$ cat src/rtl/i2c_master.sv
// Single-master I2C engine: START, address, register pointer, then N write bytes or a
// repeated-START read of N bytes, then STOP. Define I2C_CLK_STRETCH_EN to honour slave clock stretching.
module i2c_master #(
  parameter int QDIV = 125
) (
  input  logic       clk,
  input  logic       reset,
  input  logic       go,
  input  logic       rw,
  input  logic [5:0] N_Byte,
  input  logic [6:0] dev_add,
  input  logic [7:0] R_Pointer,
  input  logic [7:0] dwr,
  output logic [7:0] drd,
  output logic       ready,
  output logic       done,
  output logic       ack_e,
  output logic       scl,
  output logic       sda_oe,
  input  logic       sda_in,
  input  logic       scl_in
);

  typedef enum logic [3:0] {
    IDLE, START, ADDR, ACK1, PTR, ACK2, WDATA, ACK3,
    RSTART, ADDR_R, ACK4, RDATA, MACK, STOP
  } state_t;

  localparam logic [9:0] QMAX = 10'(QDIV - 1);

  state_t      r_state;
  logic [1:0]  r_q;
  logic [9:0]  r_qcnt;
  logic [2:0]  r_bit;
  logic [7:0]  r_shift;
  logic [5:0]  r_cnt;
  logic        r_rw;
  logic [6:0]  r_dev;
  logic [7:0]  r_ptr;
  logic        r_nack;
  logic        r_scl;
  logic        r_sda_oe;
  logic [7:0]  r_drd;
  logic        r_ready;
  logic        r_done;
  logic        r_ack_e;

  logic w_hold;
  logic w_tick;
  logic w_sample;
  logic w_bit_end;
  logic w_high;
  logic w_scl;
  logic w_sda_oe;

`ifdef I2C_CLK_STRETCH_EN
  // A slave holding SCL low after we released it freezes the quarter timer.
  assign w_hold = r_scl & ~scl_in;
`else
  logic w_unused_scl_in;
  assign w_unused_scl_in = scl_in;
  assign w_hold = 1'b0;
`endif

  assign w_tick    = (r_state != IDLE) && !w_hold && (r_qcnt == QMAX);
  assign w_sample  = w_tick && (r_q == 2'd1);
  assign w_bit_end = w_tick && (r_q == 2'd3);
  assign w_high    = (r_q == 2'd1) || (r_q == 2'd2);

  always_comb begin
    w_scl    = 1'b1;
    w_sda_oe = 1'b0;
    case (r_state)
      IDLE: begin
        w_scl    = 1'b1;
        w_sda_oe = 1'b0;
      end
      START: begin
        w_scl    = (r_q != 2'd3);
        w_sda_oe = (r_q != 2'd0);
      end
      RSTART: begin
        w_scl    = w_high;
        w_sda_oe = r_q[1];
      end
      // r_bit=1: the STOP edge itself; r_bit=0: bus-free time with both lines released
      STOP: begin
        w_scl    = (r_bit == 3'd0) || (r_q != 2'd0);
        w_sda_oe = (r_bit != 3'd0) && !r_q[1];
      end
      ADDR, PTR, WDATA, ADDR_R: begin
        w_scl    = w_high;
        w_sda_oe = ~r_shift[7];
      end
      MACK: begin
        w_scl    = w_high;
        w_sda_oe = (r_cnt != 6'd1);
      end
      default: begin
        w_scl    = w_high;
        w_sda_oe = 1'b0;
      end
    endcase
  end

  always_ff @(posedge clk) begin
    if (reset) begin
      r_state  <= IDLE;
      r_q      <= 2'd0;
      r_qcnt   <= '0;
      r_bit    <= 3'd0;
      r_shift  <= 8'd0;
      r_cnt    <= 6'd0;
      r_rw     <= 1'b0;
      r_dev    <= 7'd0;
      r_ptr    <= 8'd0;
      r_nack   <= 1'b0;
      r_scl    <= 1'b1;
      r_sda_oe <= 1'b0;
      r_drd    <= 8'd0;
      r_ready  <= 1'b0;
      r_done   <= 1'b1;
      r_ack_e  <= 1'b0;
    end else begin
      r_scl    <= w_scl;
      r_sda_oe <= w_sda_oe;
      r_ready  <= 1'b0;

      if (r_state == IDLE)
        r_qcnt <= '0;
      else if (!w_hold)
        r_qcnt <= (r_qcnt == QMAX) ? 10'd0 : r_qcnt + 10'd1;

      if (w_tick)
        r_q <= r_q + 2'd1;

      if (r_state == IDLE && go) begin
        r_rw    <= rw;
        r_cnt   <= N_Byte;
        r_dev   <= dev_add;
        r_ptr   <= R_Pointer;
        r_nack  <= 1'b0;
        r_ack_e <= 1'b0;
        r_done  <= 1'b0;
        r_q     <= 2'd0;
        r_state <= START;
      end

      if (w_sample) begin
        case (r_state)
          ACK1, ACK2, ACK3, ACK4: begin
            if (sda_in) begin
              r_nack  <= 1'b1;
              r_ack_e <= 1'b1;
            end
          end
          RDATA:   r_shift <= {r_shift[6:0], sda_in};
          default: ;
        endcase
      end

      if (w_bit_end) begin
        case (r_state)
          START: begin
            r_state <= ADDR;
            r_shift <= {r_dev, 1'b0};
            r_bit   <= 3'd7;
          end
          ADDR, PTR, WDATA, ADDR_R: begin
            if (r_bit != 3'd0) begin
              r_bit   <= r_bit - 3'd1;
              r_shift <= {r_shift[6:0], 1'b0};
            end else begin
              case (r_state)
                ADDR: r_state <= ACK1;
                PTR: begin
                  r_state <= ACK2;
                  r_ready <= !r_rw && (r_cnt != 6'd0);
                end
                WDATA: begin
                  r_state <= ACK3;
                  r_cnt   <= r_cnt - 6'd1;
                  r_ready <= (r_cnt != 6'd1);
                end
                default: r_state <= ACK4;
              endcase
            end
          end
          ACK1: begin
            if (r_nack) begin
              r_state <= STOP;
              r_bit   <= 3'd1;
            end else begin
              r_state <= PTR;
              r_shift <= r_ptr;
              r_bit   <= 3'd7;
            end
          end
          ACK2, ACK3: begin
            if (r_nack || r_cnt == 6'd0) begin
              r_state <= STOP;
              r_bit   <= 3'd1;
            end else if (r_state == ACK2 && r_rw) begin
              r_state <= RSTART;
            end else begin
              r_state <= WDATA;
              r_shift <= dwr;
              r_bit   <= 3'd7;
            end
          end
          RSTART: begin
            r_state <= ADDR_R;
            r_shift <= {r_dev, 1'b1};
            r_bit   <= 3'd7;
          end
          ACK4: begin
            if (r_nack) begin
              r_state <= STOP;
              r_bit   <= 3'd1;
            end else begin
              r_state <= RDATA;
              r_bit   <= 3'd7;
            end
          end
          RDATA: begin
            if (r_bit != 3'd0) begin
              r_bit <= r_bit - 3'd1;
            end else begin
              r_state <= MACK;
              r_drd   <= r_shift;
              r_ready <= 1'b1;
            end
          end
          MACK: begin
            r_cnt <= r_cnt - 6'd1;
            if (r_cnt == 6'd1) begin
              r_state <= STOP;
              r_bit   <= 3'd1;
            end else begin
              r_state <= RDATA;
              r_bit   <= 3'd7;
            end
          end
          STOP: begin
            if (r_bit != 3'd0) begin
              r_bit <= 3'd0;
            end else begin
              r_state <= IDLE;
              r_done  <= 1'b1;
            end
          end
          default: ;
        endcase
      end
    end
  end

  assign drd    = r_drd;
  assign ready  = r_ready;
  assign done   = r_done;
  assign ack_e  = r_ack_e;
  assign scl    = r_scl;
  assign sda_oe = r_sda_oe;

endmodule

$ cat config.mk
export PLATFORM = sky130hd
export DESIGN_NAME = i2c_master
export DESIGN_NICKNAME = d
export VERILOG_FILES = /design/src/rtl/i2c_master.sv
export SDC_FILE = /design/constraint.sdc
export NUM_CORES = 1
export LEC_CHECK = 0
export ABC_AREA = 1
export CAP_MARGIN = 0
export CORE_MARGIN = 4
export CORE_UTILIZATION = 60
export CTS_BUF_LIST = sky130_fd_sc_hd__clkbuf_4 sky130_fd_sc_hd__clkbuf_8 sky130_fd_sc_hd__clkbuf_16
export DETAILED_ROUTE_END_ITERATION = 8
export GPL_TIMING_DRIVEN = 0
export PLACE_DENSITY = 0.85
export SYNTH_ARGS = -nofsm -noshare
export SYNTH_HDL_FRONTEND = slang
export SYNTH_SLANG_ARGS = --single-unit
export TNS_END_PERCENT = 1
$ cat constraint.sdc
create_clock -name clk -period 3.6 [get_ports clk]
set_clock_uncertainty 0.15 [all_clocks]
set_input_delay 0.72 -clock clk [delete_from_list [all_inputs] [get_ports clk]]
set_output_delay 0.72 -clock clk [all_outputs]
set_load 0.02 [all_outputs]
==> impl_metrics.json <==
{
  "status": "completed",
  "fillers": 527,
  "avgSynthCellArea_um2": 6.47,
  "async_flop_share_pct": 0,
  "relSlewSlack_pct": 63.6,
  "path_buf_inv": 1,
  "ioPinCount": 48,
  "overflow": 0,
  "cts_tree": "done",
  "drcViolationCount": 0,
  "num_vias": 3905,
  "cts_buffers": 9,
  "diodes": 0,
  "chipHeight_um": 87.6,
  "die_area_mm2": 0.00767,
  "crit_type": "flip-flop to output port",
  "routed_wl_mm": 9.94,
  "synthTopCellsByArea": "dfxtp_1, nand2_1, nor2_1",
  "initial_core_util_pct": 63.1,
  "synthCells": 588,
  "synth.yosys.seq_area_share_pct": 33.2,
  "syn_nets": 633,
  "setup_violations": 0,
  "fin_crit_ns": 2.16,
  "ys_seq_elements": 63,
  "globalplace.congestion": 0.978,
  "min_path_type": "flip-flop to flip-flop",
  "final_nets": 690,
  "fin_tns_setup_ns": 0,
  "cp_max_fo": 2,
  "cp-start-kind": "flip-flop",
  "clockBufferDepth": 2,
  "area_growth_pct": 18.9,
  "ir_drop_mv": 0.256,
  "path_clk_slew_ns": 0.07,
  "cp_slowest_stage_delay_ns": 0.62,
  "critical_path.cell_chain": "clkdlybuf4s50_1",
  "clock_latency_ns": 0.34,
  "syn_area_mm2": 0.00380,
  "synth_edf_count": 0,
  "cts_resized": 0,
  "fin_crit_sh_pct": 60.1,
  "maxClockFrequency_mhz": 462,
  "fin_ws_ns": 1.44,
  "grt_antenna_before_repair": 0,
  "port_buffers": 46,
  "drv_slew": 0,
  "grt_max_degree": 11,
  "critPathTopFamily": "buffers and inverters",
  "post_synth_num_cell_types": 39,
  "cp.arrival_ns": 1.29,
  "fp.coreArea_mm2": 0.00603,
  "post_cts_buffers": 0,
  "utilization_pct": 75.0,
  "ys.warnings.count": 0,
  "drtPass1Iterations": 5,
  "drt_iter0_drc": 265,
  "leakage_uw": 0.00215,
  "via_per_inst": 5.39,
  "track_usage_pct": 27.0,
  "numClockSinks": 63,
  "rows": 28,
  "dp_slack_ns": 1.11,
  "grt_pass1_wl_mm": 16.4,
  "yosys.area.top_type": "dfxtp_1",
  "whs_ns": 0.293,
  "ant_nets": 0,
  "rsz0062_at_grt": "false",
  "crit_slowest_cell": "clkdlybuf4s50_1",
  "tightest_slew_ns": 0.546,
  "finalHoldViolCount": 0,
  "grt_pass1_vias": 3568,
  "ys.flop_type": "dfxtp_1",
  "maxCapViolCount": 0,
  "drive_gt1_share_pct": 8.47,
  "wire_per_inst_um": 13.7,
  "hold_buffers": 0,
  "required_ns": 2.73,
  "power-per-cell-area_mw_per_mm2": 319,
  "cts-root-buf": "clkbuf_8",
  "dieWidth_um": 87.6,
  "total_power_uw": 1440,
  "cts_max_level": 3,
  "end_kind": "output port",
  "synth_top_area_share_pct": 33.2,
  "dp_hpwl_mm": 7.61
}
-- synth_stat cells (9+ instances only) --
library cell and count:
a21oi_1 22, dfxtp_1 63, ha_1 10, inv_1 71, nand2_1 146, nand2_2 9
nand3_1 39, nand4_1 12, nor2_1 95, nor3_1 11, o21ai_0 33
-- per-stage QoR --
step                      std cells  area, um^2
after floorplan                 588        3800
after global placement          709        4360
after detailed placement        709        4360
after CTS                       724        4520
after global routing            724        4520
final                           724        4520
-- layout by cell type (no fill, tap or decap), drive strengths merged, types with 8 or more instances in the layout --
cell type and count:
clkdlybuf4s50 46, nand2 156, inv 78, a21oi 22, nand3 40, ha 10, nor3 11, o21ai 39
a211oi 9, buf 8, dfxtp 63, nand4 13, clkbuf 17, nor2 106
-- registers in the layout, summed over array words and instances, names as in the netlist --
signal / cells
r_qcnt: 10
drd: 8
r_ptr: 8
r_shift: 8
r_dev: 7
r_cnt: 6
r_state: 4
r_bit: 3
r_q: 2
ack_e: 1
done: 1
r_nack: 1
r_rw: 1
ready: 1
scl: 1
sda_oe: 1
-- where the power goes --
part	total (uW)	leakage, uW	switching (uW)	internal (uW)
registers	735	0.000513	14.4	721
logic	174	0.00154	99.2	75.2
clock network	534	0.0000914	275	258
total	1440	0.00215	389	1050
-- final cells by class --
| type | count | area (um^2) | share of cell area [%] |
|---|---|---|---|
| sequential | 63 | 1260 | 27.9 |
| inverter | 79 | 302 | 6.67 |
| clock inverter | 5 | 25.0 | 0.554 |
| timing repair buffer | 46 | 460 | 10.2 |
| buffer | 15 | 77.6 | 1.72 |
| tap | 75 | 93.8 | 2.08 |
| multi-input combinational | 431 | 2160 | 47.8 |
| clock buffer | 10 | 138 | 3.05 |
-- kinds of logic (layout without fill, tap and decap cells) --
group	count (synthesis)	count (layout)	share of synthesized area (%)
xor gates and xnor gates	6	6	1.38
muxes	2	2	0.527
DFF	63	63	33.2
buffers and inverters	94	155	9.97
adders and majority gates	10	10	3.29
and+or+nand+nor	337	337	40.4
AOI/OAI and AO/OA	76	76	11.3
-- routing by layer --
metal | global-route usage [%] | part of all wire [%] | wire (um)
met5 | 0 | 0 | 0
met4 | 7.11 | 1.1 | 110
met3 | 4.99 | 7.0 | 700
met2 | 44.3 | 46 | 4600
met1 | 36.5 | 46 | 4530
-- worst paths after layout --
path / cells after the start / slack [ns] / start / end
max: 1 / 1.44 / drd[6] / drd[6]
min: 1 / 0.29 / r_qcnt[0] / r_qcnt[0]
max reg2reg: 11 / 1.62 / r_qcnt[0] / r_state[2]
min reg2reg: 1 / 0.29 / r_qcnt[0] / r_qcnt[0]
Note: power is estimated with default switching activity, not from simulation.
==> RTL change: new RTL, config.mk and constraints unchanged <==
The option `I2C_CLK_STRETCH_EN` is turned on by a define.
--- a/src/rtl/i2c_master.sv
+++ b/src/rtl/i2c_master.sv
@@ -1,4 +1,6 @@
 // Single-master I2C engine: START, address, register pointer, then N write bytes or a
 // repeated-START read of N bytes, then STOP. Define I2C_CLK_STRETCH_EN to honour slave clock stretching.
+`define I2C_CLK_STRETCH_EN
+
 module i2c_master #(
   parameter int QDIV = 125
Function: no difference found for any inputs over 10 cycles, from zero or initial values and one cycle with reset high; that may be too few to reach the edited logic, so the function may still have changed.
==> RTL change against the original RTL <==
  * Wire length grew 14%
  * Clock power is 7.5% higher
  * Sequential cell count unchanged
  * Critical path depth is 10 higher
  * Cell area up 2.5%
  * Critical path type is now primary input to flip-flop
  * Synthesized area rose by 2.5%
  * Highest routed layer unchanged
  * Power grew 3.5%
  * Sequential power barely moved
  * Setup slack lost 0.21 ns
==> RTL change: results (changes against the original RTL) <==
- Most frequent cells after synthesis: 156 x nand2_1, 95 x nor2_1, 63 x dfxtp_1
- Crit path DAT: 2.52 ns (+1.23 ns)
- Vias in the first global route: 3898 (+9.2%)
- Distinct cells, synth: 33 (-15%)
- Average wire per standard cell: 15.0 µm (+9.6%)
- Drt via density: 5.68 (+5.3%)
- Worst setup startpoint: scl_in
- Syn Nets: 661 (+4.4%)
- Final GP Congestion: 1.04 (+6.8%)
- Status: completed
- Pin count of the biggest net entering global routing: 12 (+1)
- Total Nets Final: 718 (+4.1%)
- Top cells by area, synth: dfxtp_1 32%, nand2_1 15%, nor2_1 9.1%
- Hold_sp: ack_e$_SDFF_PP0_
- DR iter-0 viols: 312 (+18%)
- Fraction of layout cells with a size suffix above 1: 9.88% (+1.4 points)
- Hpwl dp: 8.62 mm (+13%)
- Mux contribution to synthesized area: 0% (-0.53 points)
- First-pass GRT wire length: 18.4 mm (+12%)
- Switching pwr: 423 µW (+8.9%)
- Synth Instances: 616 (+4.8%)
- Compound-Gate Fraction of Synth Area: 15.7% (+4.4 points)
- Peak supply drop: 0.268 mV (+4.8%)
- DR pass1 iterations: 8 (+3)
- Sequential fraction of the synthesis area: 32.4% (-0.81 points)
- Slew Limit Headroom: 63.6% (about the same)
- Adder-Cell Fraction of Synth Area: 3.21% (-0.080 points)
- Reg with most FFs: r_qcnt
- Gr usage total: 30.4% (+3.4 points)
- Dpl cells: 739 (+4.2%)
- Area after DPL: 4450 µm² (+2.2%)
- CP max FO: 7 (+5)
- Fillers: 540 (+2.5%)
==> RTL change: cells by family after synthesis <==
logic type                 after synthesis
DFF                                     63
and+or+nand+nor                        338
adders and majority gates               10
xor gates and xnor gates                 6
buffers and inverters                   86
AOI/OAI and AO/OA                      113
==> RTL change: worst paths after layout <==
kind	end	slack [ns]	depth (start not counted)
max	r_shift[6]$_SDFF_PP0_	1.22	11
min	ack_e$_SDFF_PP0_	0.30	2
max reg2reg	r_shift[0]$_SDFF_PP0_	1.41	10
min reg2reg	ack_e$_SDFF_PP0_	0.30	2
==> RTL change: layer usage <==
metal	up-vias	track usage (%)	wire, µm
li1	2091	-	-
met1	1950	37.7	4760
met2	213	50.2	5340
met3	35	6.98	906
met4	0	13.5	350
met5	-	0	0
==> RTL change: through the flow <==
stage                     util (%)  setup WS, ns  total power [mW]
after floorplan                  -          1.70             0.854
after global placement        70.6          1.00             0.924
after detailed placement      70.6         0.918             0.930
after CTS                     73.4          1.28              1.49
after global routing          73.4          1.06              1.55
final                         73.4          1.22              1.49
==> RTL change: layout make-up <==
| class | instances | share of cell area [%] |
|---|---|---|
| inverter | 71 | 5.81 |
| clock inverter | 5 | 0.729 |
| sequential | 63 | 27.2 |
| buffer | 15 | 2.11 |
| tap | 77 | 2.08 |
| clock buffer | 11 | 3.13 |
| timing repair buffer | 46 | 9.94 |
| multi-input combinational | 467 | 49.0 |
==> RTL change: critical path, cell delays in order <==
cell and delay (ns):
clkdlybuf4s50_1 0.46, inv_1 0.04, nand2_1 0.18, nand2_1 0.12, nor2_1 0.31, nand2_1 0.27, nand2_1 0.12, nand2_1 0.08
nor2_1 0.11, nor2_1 0.05, nor2_1 0.07
==> RTL change: power groups by stage <==
| stage | clock [mW] | combinational (mW) | sequential, mW |
|---|---|---|---|
| 2_1_floorplan | 0 | 0.107 | 0.747 |
| 3_3_place_gp | 0 | 0.176 | 0.748 |
| 3_5_place_dp | 0 | 0.181 | 0.749 |
| 4_1_cts | 0.572 | 0.183 | 0.733 |
| 5_1_grt | 0.608 | 0.206 | 0.735 |
| 6_report | 0.574 | 0.187 | 0.733 |
